$ cat config.mk
export PLATFORM = sky130hd
export DESIGN_NAME = seq_alu
export DESIGN_NICKNAME = d
export VERILOG_FILES = /design/src/rtl/alu_pkg.sv /design/src/rtl/alu_ctrl_decode.sv /design/src/rtl/seq_alu.sv
export SDC_FILE = /design/constraint.sdc
export NUM_CORES = 1
export LEC_CHECK = 0
export ABC_AREA = 0
export BUFFER_PORTS_ARGS = -buffer_cell sky130_fd_sc_hd__buf_2
export CORE_UTILIZATION = 50
export CTS_CLUSTER_SIZE = 40
export DETAILED_ROUTE_END_ITERATION = 16
export PLACE_DENSITY = 0.66
export REMOVE_ABC_BUFFERS = 1
export SLEW_MARGIN = 5
export SYNTH_ARGS = -nofsm -noshare
export SYNTH_HDL_FRONTEND = slang
export SYNTH_SLANG_ARGS = --single-unit
$ cat constraint.sdc
create_clock -name clk -period 4.01 [get_ports clk]
set_input_delay 0.401 -clock clk [delete_from_list [all_inputs] [get_ports clk]]
set_output_delay 0.401 -clock clk [all_outputs]
set_load 0.005 [all_outputs]
$ cat src/rtl/alu_pkg.sv
// rtl/alu_pkg.sv - shared types for the sequential ALU
//
// Purpose: ALU control encoding and FSM state type shared by the decoder,
//          the sequential ALU top and anything that wants to name them.
// Ports:   none (package).
package alu_pkg;

  typedef enum logic [3:0] {
    ADD     = 4'b0000,
    SUB     = 4'b0001,
    AND     = 4'b0010,
    OR      = 4'b0011,
    SLT     = 4'b0101,
    PASS    = 4'b0111,
    SRL     = 4'b1000,
    SRA     = 4'b1001,
    SLL     = 4'b1010,
    ILLEGAL = 4'b1111
  } alu_control_t;

  typedef enum logic [1:0] {
    IDLE  = 2'b00,
    SHIFT = 2'b01,
    DONE  = 2'b10
  } state_t;

endpackage

$ cat src/rtl/alu_ctrl_decode.sv
// rtl/alu_ctrl_decode.sv - combinational RISC-V style ALU control decode
//
// Purpose: map alu_op plus funct fields onto an alu_control_t operation.
// Ports:   alu_op      - 00 add, 01 sub, 10 decode funct fields, 11 pass
//          funct3      - RISC-V funct3
//          op_5        - opcode bit 5 (distinguishes R-type from I-type)
//          funct7_5    - funct7 bit 5 (sub / arithmetic shift select)
//          alu_control - decoded operation, ILLEGAL when undecodable
module alu_ctrl_decode
  import alu_pkg::*;
(
  input  logic [1:0]   alu_op,
  input  logic [2:0]   funct3,
  input  logic         op_5,
  input  logic         funct7_5,
  output alu_control_t alu_control
);

  always_comb begin
    alu_control = ILLEGAL;
    case (alu_op)
      2'b00: alu_control = ADD;
      2'b01: alu_control = SUB;
      2'b11: alu_control = PASS;
      default: begin
        case (funct3)
          // Only R-type (op_5=1) may select SUB; ADDI with funct7_5 set stays ADD.
          3'b000:  alu_control = (op_5 && funct7_5) ? SUB : ADD;
          3'b010:  alu_control = SLT;
          3'b110:  alu_control = OR;
          3'b111:  alu_control = AND;
          3'b001:  alu_control = SLL;
          3'b101:  alu_control = funct7_5 ? SRA : SRL;
          default: alu_control = ILLEGAL;
        endcase
      end
    endcase
  end

endmodule

$ cat src/rtl/seq_alu.sv
// rtl/seq_alu.sv - sequential ALU with iterative shifter and valid/ready handshake
//
// Purpose: single-cycle add/sub/logic/slt/pass; shifts iterate SHIFT_STEP
//          bits per cycle. One operation in flight; result held until taken.
// Ports:   clk, rst            - clock, async active-high reset
//          in_valid / in_ready - operation handshake (ready only in IDLE)
//          alu_op, funct3, op_5, funct7_5 - operation select
//          a, b                - operands (b is passed through for PASS)
//          out_valid / out_ready - result handshake
//          result, zero, illegal - registered result, result==0, undecodable op
module seq_alu
  import alu_pkg::*;
#(
  parameter int WIDTH      = 32,
  parameter int SHIFT_STEP = 1
) (
  input  logic             clk,
  input  logic             rst,
  input  logic             in_valid,
  output logic             in_ready,
  input  logic [1:0]       alu_op,
  input  logic [2:0]       funct3,
  input  logic             op_5,
  input  logic             funct7_5,
  input  logic [WIDTH-1:0] a,
  input  logic [WIDTH-1:0] b,
  output logic             out_valid,
  input  logic             out_ready,
  output logic [WIDTH-1:0] result,
  output logic             zero,
  output logic             illegal
);

  localparam int SW = $clog2(WIDTH);

  alu_control_t     ctrl_in;
  alu_control_t     ctrl_q;
  state_t           state;
  state_t           state_next;
  logic [WIDTH-1:0] alu_res;
  logic [WIDTH-1:0] acc;
  logic [WIDTH-1:0] shifted;
  logic [WIDTH-1:0] result_q;
  logic [SW-1:0]    cnt;
  logic [SW-1:0]    step;
  logic             illegal_q;
  logic             is_shift_in;

  alu_ctrl_decode u_decode (
    .alu_op      (alu_op),
    .funct3      (funct3),
    .op_5        (op_5),
    .funct7_5    (funct7_5),
    .alu_control (ctrl_in)
  );

  // Single-cycle operations, evaluated on the operands being offered.
  always_comb begin
    alu_res     = '0;
    is_shift_in = 1'b0;
    case (ctrl_in)
      ADD:  alu_res = a + b;
      SUB:  alu_res = a - b;
      AND:  alu_res = a & b;
      OR:   alu_res = a | b;
      SLT:  alu_res = {{(WIDTH-1){1'b0}}, ($signed(a) < $signed(b))};
      PASS: alu_res = b;
      SRL, SRA, SLL: is_shift_in = 1'b1;
      default: alu_res = '0;
    endcase
  end

  // Shift by min(SHIFT_STEP, cnt). When SHIFT_STEP == WIDTH the cast below
  // truncates to 0, but cnt < WIDTH always holds so that branch is never taken.
  always_comb begin
    if (32'(cnt) < 32'(SHIFT_STEP)) step = cnt;
    else                            step = SW'(SHIFT_STEP);
    case (ctrl_q)
      SLL:     shifted = acc << step;
      SRA:     shifted = $unsigned($signed(acc) >>> step);
      default: shifted = acc >> step;
    endcase
  end

  always_ff @(posedge clk or posedge rst) begin
    if (rst) state <= IDLE;
    else     state <= state_next;
  end

  always_comb begin
    state_next = state;
    in_ready   = 1'b0;
    out_valid  = 1'b0;
    case (state)
      IDLE: begin
        in_ready = 1'b1;
        if (in_valid) begin
          // A zero-length shift has nothing to iterate; finish like a 1-cycle op.
          if (is_shift_in && (b[SW-1:0] != '0)) state_next = SHIFT;
          else                                   state_next = DONE;
        end
      end
      SHIFT: begin
        // The final partial step completes on the same edge that moves to DONE.
        if (cnt == step) state_next = DONE;
      end
      DONE: begin
        out_valid = 1'b1;
        if (out_ready) state_next = IDLE;
      end
      default: state_next = IDLE;
    endcase
  end

  always_ff @(posedge clk or posedge rst) begin
    if (rst) begin
      ctrl_q    <= ADD;
      acc       <= '0;
      cnt       <= '0;
      result_q  <= '0;
      illegal_q <= 1'b0;
    end else if (state == IDLE) begin
      if (in_valid) begin
        ctrl_q    <= ctrl_in;
        illegal_q <= (ctrl_in == ILLEGAL);
        if (is_shift_in) begin
          acc      <= a;
          cnt      <= b[SW-1:0];
          result_q <= a;
        end else begin
          result_q <= alu_res;
        end
      end
    end else if (state == SHIFT) begin
      acc <= shifted;
      cnt <= cnt - step;
      if (cnt == step) result_q <= shifted;
    end
  end

  assign result  = result_q;
  assign zero    = (result_q == '0);
  assign illegal = illegal_q;

endmodule

==> key figures <==
Status
  – Status: completed

Synth
  – Gate Count Post-Synth: 1,274
  – Synth Register Bits: 76
  – Number of warnings issued by yosys: 0
  – Number of synthesized flops with an enable pin: 0
  – Sequential fraction of the synthesis area: 19.8%
  – Post-synthesis mux area share: roughly 4.7%
  – Netlist Area Pre-Place: 9590 µm²
  – Simple-Gate Fraction of Synth Area: 17.8%
  – Most common cell in the netlist: a21oi_1
  – Share of the synthesized area in the top cell type: 19.8%
  – Synth Area in Compound Gates: 33.6%
  – Largest area contributor in the netlist: dfrtp_1
  – Synth unique cells: 93
  – Ys async rst share: 100%
  – Ys flop type: dfrtp_1
  – Post-synthesis adder-cell area fraction: 14.0%
  – Largest family of logic cells by synthesized area: compound AO/OA/AOI/OAI gates
  – Top cells by area, synth: dfrtp_1, ha_1, a21oi_1
  – Synthesized area per cell: 7.52 µm²
  – Synth Area in XOR/XNOR: ~2.3%
  – Most frequent cells after synthesis: a21oi_1, nor2_1, ha_1, nand2_1, inv_1

Layout
  – Seq. cell area: approximately 1900 µm²
  – Area grow syn2layout: 10.8%
  – Core Util, Final: 56.6%
  – Filler cells: between 1,500 and 2,000
  – Footprint of the multi-input gates: 6980 µm²
  – Antenna diodes: 0
  – Share of cells above drive strength 1: 14.7%
  – Total Nets Final: 1,520

Setup path
  – Critical path arrival: 3.79 ns
  – Worst R2R Start: cnt[3]
  – CP Launch Type: flip-flop
  – Worst-path fanout max: 17
  – Worst Reg-to-Reg Cells: 11
  – Required time worst endpoint: between 4 and 5 ns
  – FF-to-FF End: result[12]
  – Worst R2R Setup Slack: between 0.4 and 0.5 ns
  – CP endpoint kind: flip-flop
  – Worst Setup Path Type: flip-flop to flip-flop

Placement
  – Port Buffer Count: 110
  – Pre-CTS worst setup slack: 0.547 ns
  – RePlAce Congestion: 0.971
  – Detail Placement HPWL: 26.1 mm

Routing
  – Vias per cell: between 6 and 7
  – # DRC: 0
  – Total routed wirelength: 34.7 mm
  – WL/cell: between 20 and 25 µm
  – Total number of vias: slightly above 10,000
  – Initial DRC Count: 970
  – Post-route ant nets: 0
  – First-pass DRT Iterations: 6

Pwr
  – Leak Pwr: about 4.7 nW
  – Pwr/cell area: 479 nW/µm²
  – Max rail drop VDD: 0.320 mV

Timing
  – Final setup fails: 0
  – Achievable clock frequency: 281 MHz
  – Final worst slack: 0.455 ns
  – Pins Over Slew Limit: 0
  – Worst rel slew slack: 32.4%
  – Tcrit/Tclk final: between 80% and 90%
  – Final setup skew: 0.0139 ns
  – RSZ-0062 raised after global routing: false
  – Setup TNS: 0 ns
  – Least-Margin Pin Slew: 1.01 ns
  – Final hold slack: roughly 0.13 ns
  – Minimum clock period: between 3 and 4 ns
  – Hold Violations, Final: 0

Floorplan
  – FP Rows: 50
  – Top Ports: 111
  – Die span in x: 140 µm
  – Die ar.: 19,700 µm²
  – Die height: 140 µm
  – Core Area: roughly 19,000 µm²
  – Initial cell density of the core: 51.1%

Clocking
  – Post-CTS sizing: 0
  – Root Driver: clkbuf_16
  – Max H-tree Level: 3
  – CTS buffer count: 9
  – CTS hold repair buffers: 0
  – Post-CTS Setup Bufs: 0
  – Clock sink count: 76
  – Clock tree from TritonCTS: done
  – Clock latency on the worst-skew pair: about 0.36 ns
  – Clock tree buffer depth: 2
  – Clock slew at reported path FFs: roughly 0.070 ns

GRT
  – Initial antenna violation count: 0
  – First-pass GRT wire length: ~54 mm
  – Vias in the first global route: approximately 9,500
  – Largest net degree at the start of global routing: 46
  – Global Route Usage Sum: between 30% and 40%
  – Overflow left after global routing: 0

Min path
  – Worst Hold Class: input pin to async pin

Run
  – Max-Cap Viols: 0
## cells by family (layout without fill, tap and decap cells)
group | count (synthesis) | in the layout
xor+xnor | 25 | 25
fa+ha+maj | 106 | 106
flops | 76 | 76
simple gates | 358 | 358
compound gates | 483 | 483
mux | 44 | 44
buf+inv | 182 | 251
## power by group
group          internal, mW  switching (mW)
combinational          1.04            1.59
sequential             1.12           0.405
clock                 0.544           0.379
## stage by stage
step	std cells	area, µm²	power [mW]
global route	1577	10600	5.43
global placement	1562	10300	4.09
CTS	1577	10600	5.03
detailed placement	1562	10300	4.11
floorplan	1189	9200	3.09
finish	1577	10600	5.08
## worst max path at each step
stage | startpoint | endpoint | depth (start not counted)
final | cnt[3] | result[12] | 11
after CTS | cnt[3] | result[12] | 11
after floorplan | ctrl_q[1] | result[27] | 9
after detailed placement | cnt[3] | result[12] | 11
after global routing | cnt[3] | result[17] | 11
after global placement | cnt[3] | result[12] | 11
## final cells by class
type / instances / area share (%)
clock buffers: 9 / 2.12
clock inverters: 6 / 0.824
inverters: 97 / 3.44
multi-input cells: 1016 / 65.7
flip-flops and latches: 76 / 17.9
well taps: 234 / 2.76
repair buffers: 139 / 7.23
## worst max-delay path, stage by stage (launching register included)
cell     delay, ns
dfrtp_1       0.43
nor4_1        0.51
nor2_1        0.15
inv_1         0.12
ha_1          0.24
nor4b_1       0.44
mux2i_1       0.18
or2_1         0.46
buf_4         0.27
buf_4         0.20
a221o_1       0.27
o22a_1        0.16
## cells in the final DEF, fill, tap and decap left out, types with 15 or more instances in the layout
cell type / count
a211oi_1: 30
a22oi_1: 32
xnor2_1: 21
nor4_1: 16
nor3_1: 19
mux2i_1: 34
nand2_1: 98
inv_1: 94
dfrtp_1: 76
a31oi_1: 16
o211ai_1: 17
ha_1: 104
o21ai_1: 15
nand3_1: 22
buf_2: 110
buf_4: 29
a221oi_1: 22
nor2_1: 118
o21ai_0: 89
a21oi_1: 131
## flip-flops by register name, indices dropped and copies added (netlist names)
name	flops
ctrl_q	4
cnt	5
acc	32
result	32
illegal	1
state	2
## layer usage
layer,vias up,part of all wire (%),GRT usage (%)
li1,4810,-,-
met1,4969,45,49.3
met2,445,46,56.4
met3,62,6.9,5.23
met4,0,2.8,11.2
met5,-,0,0
Power figures use the tool's default switching activity.
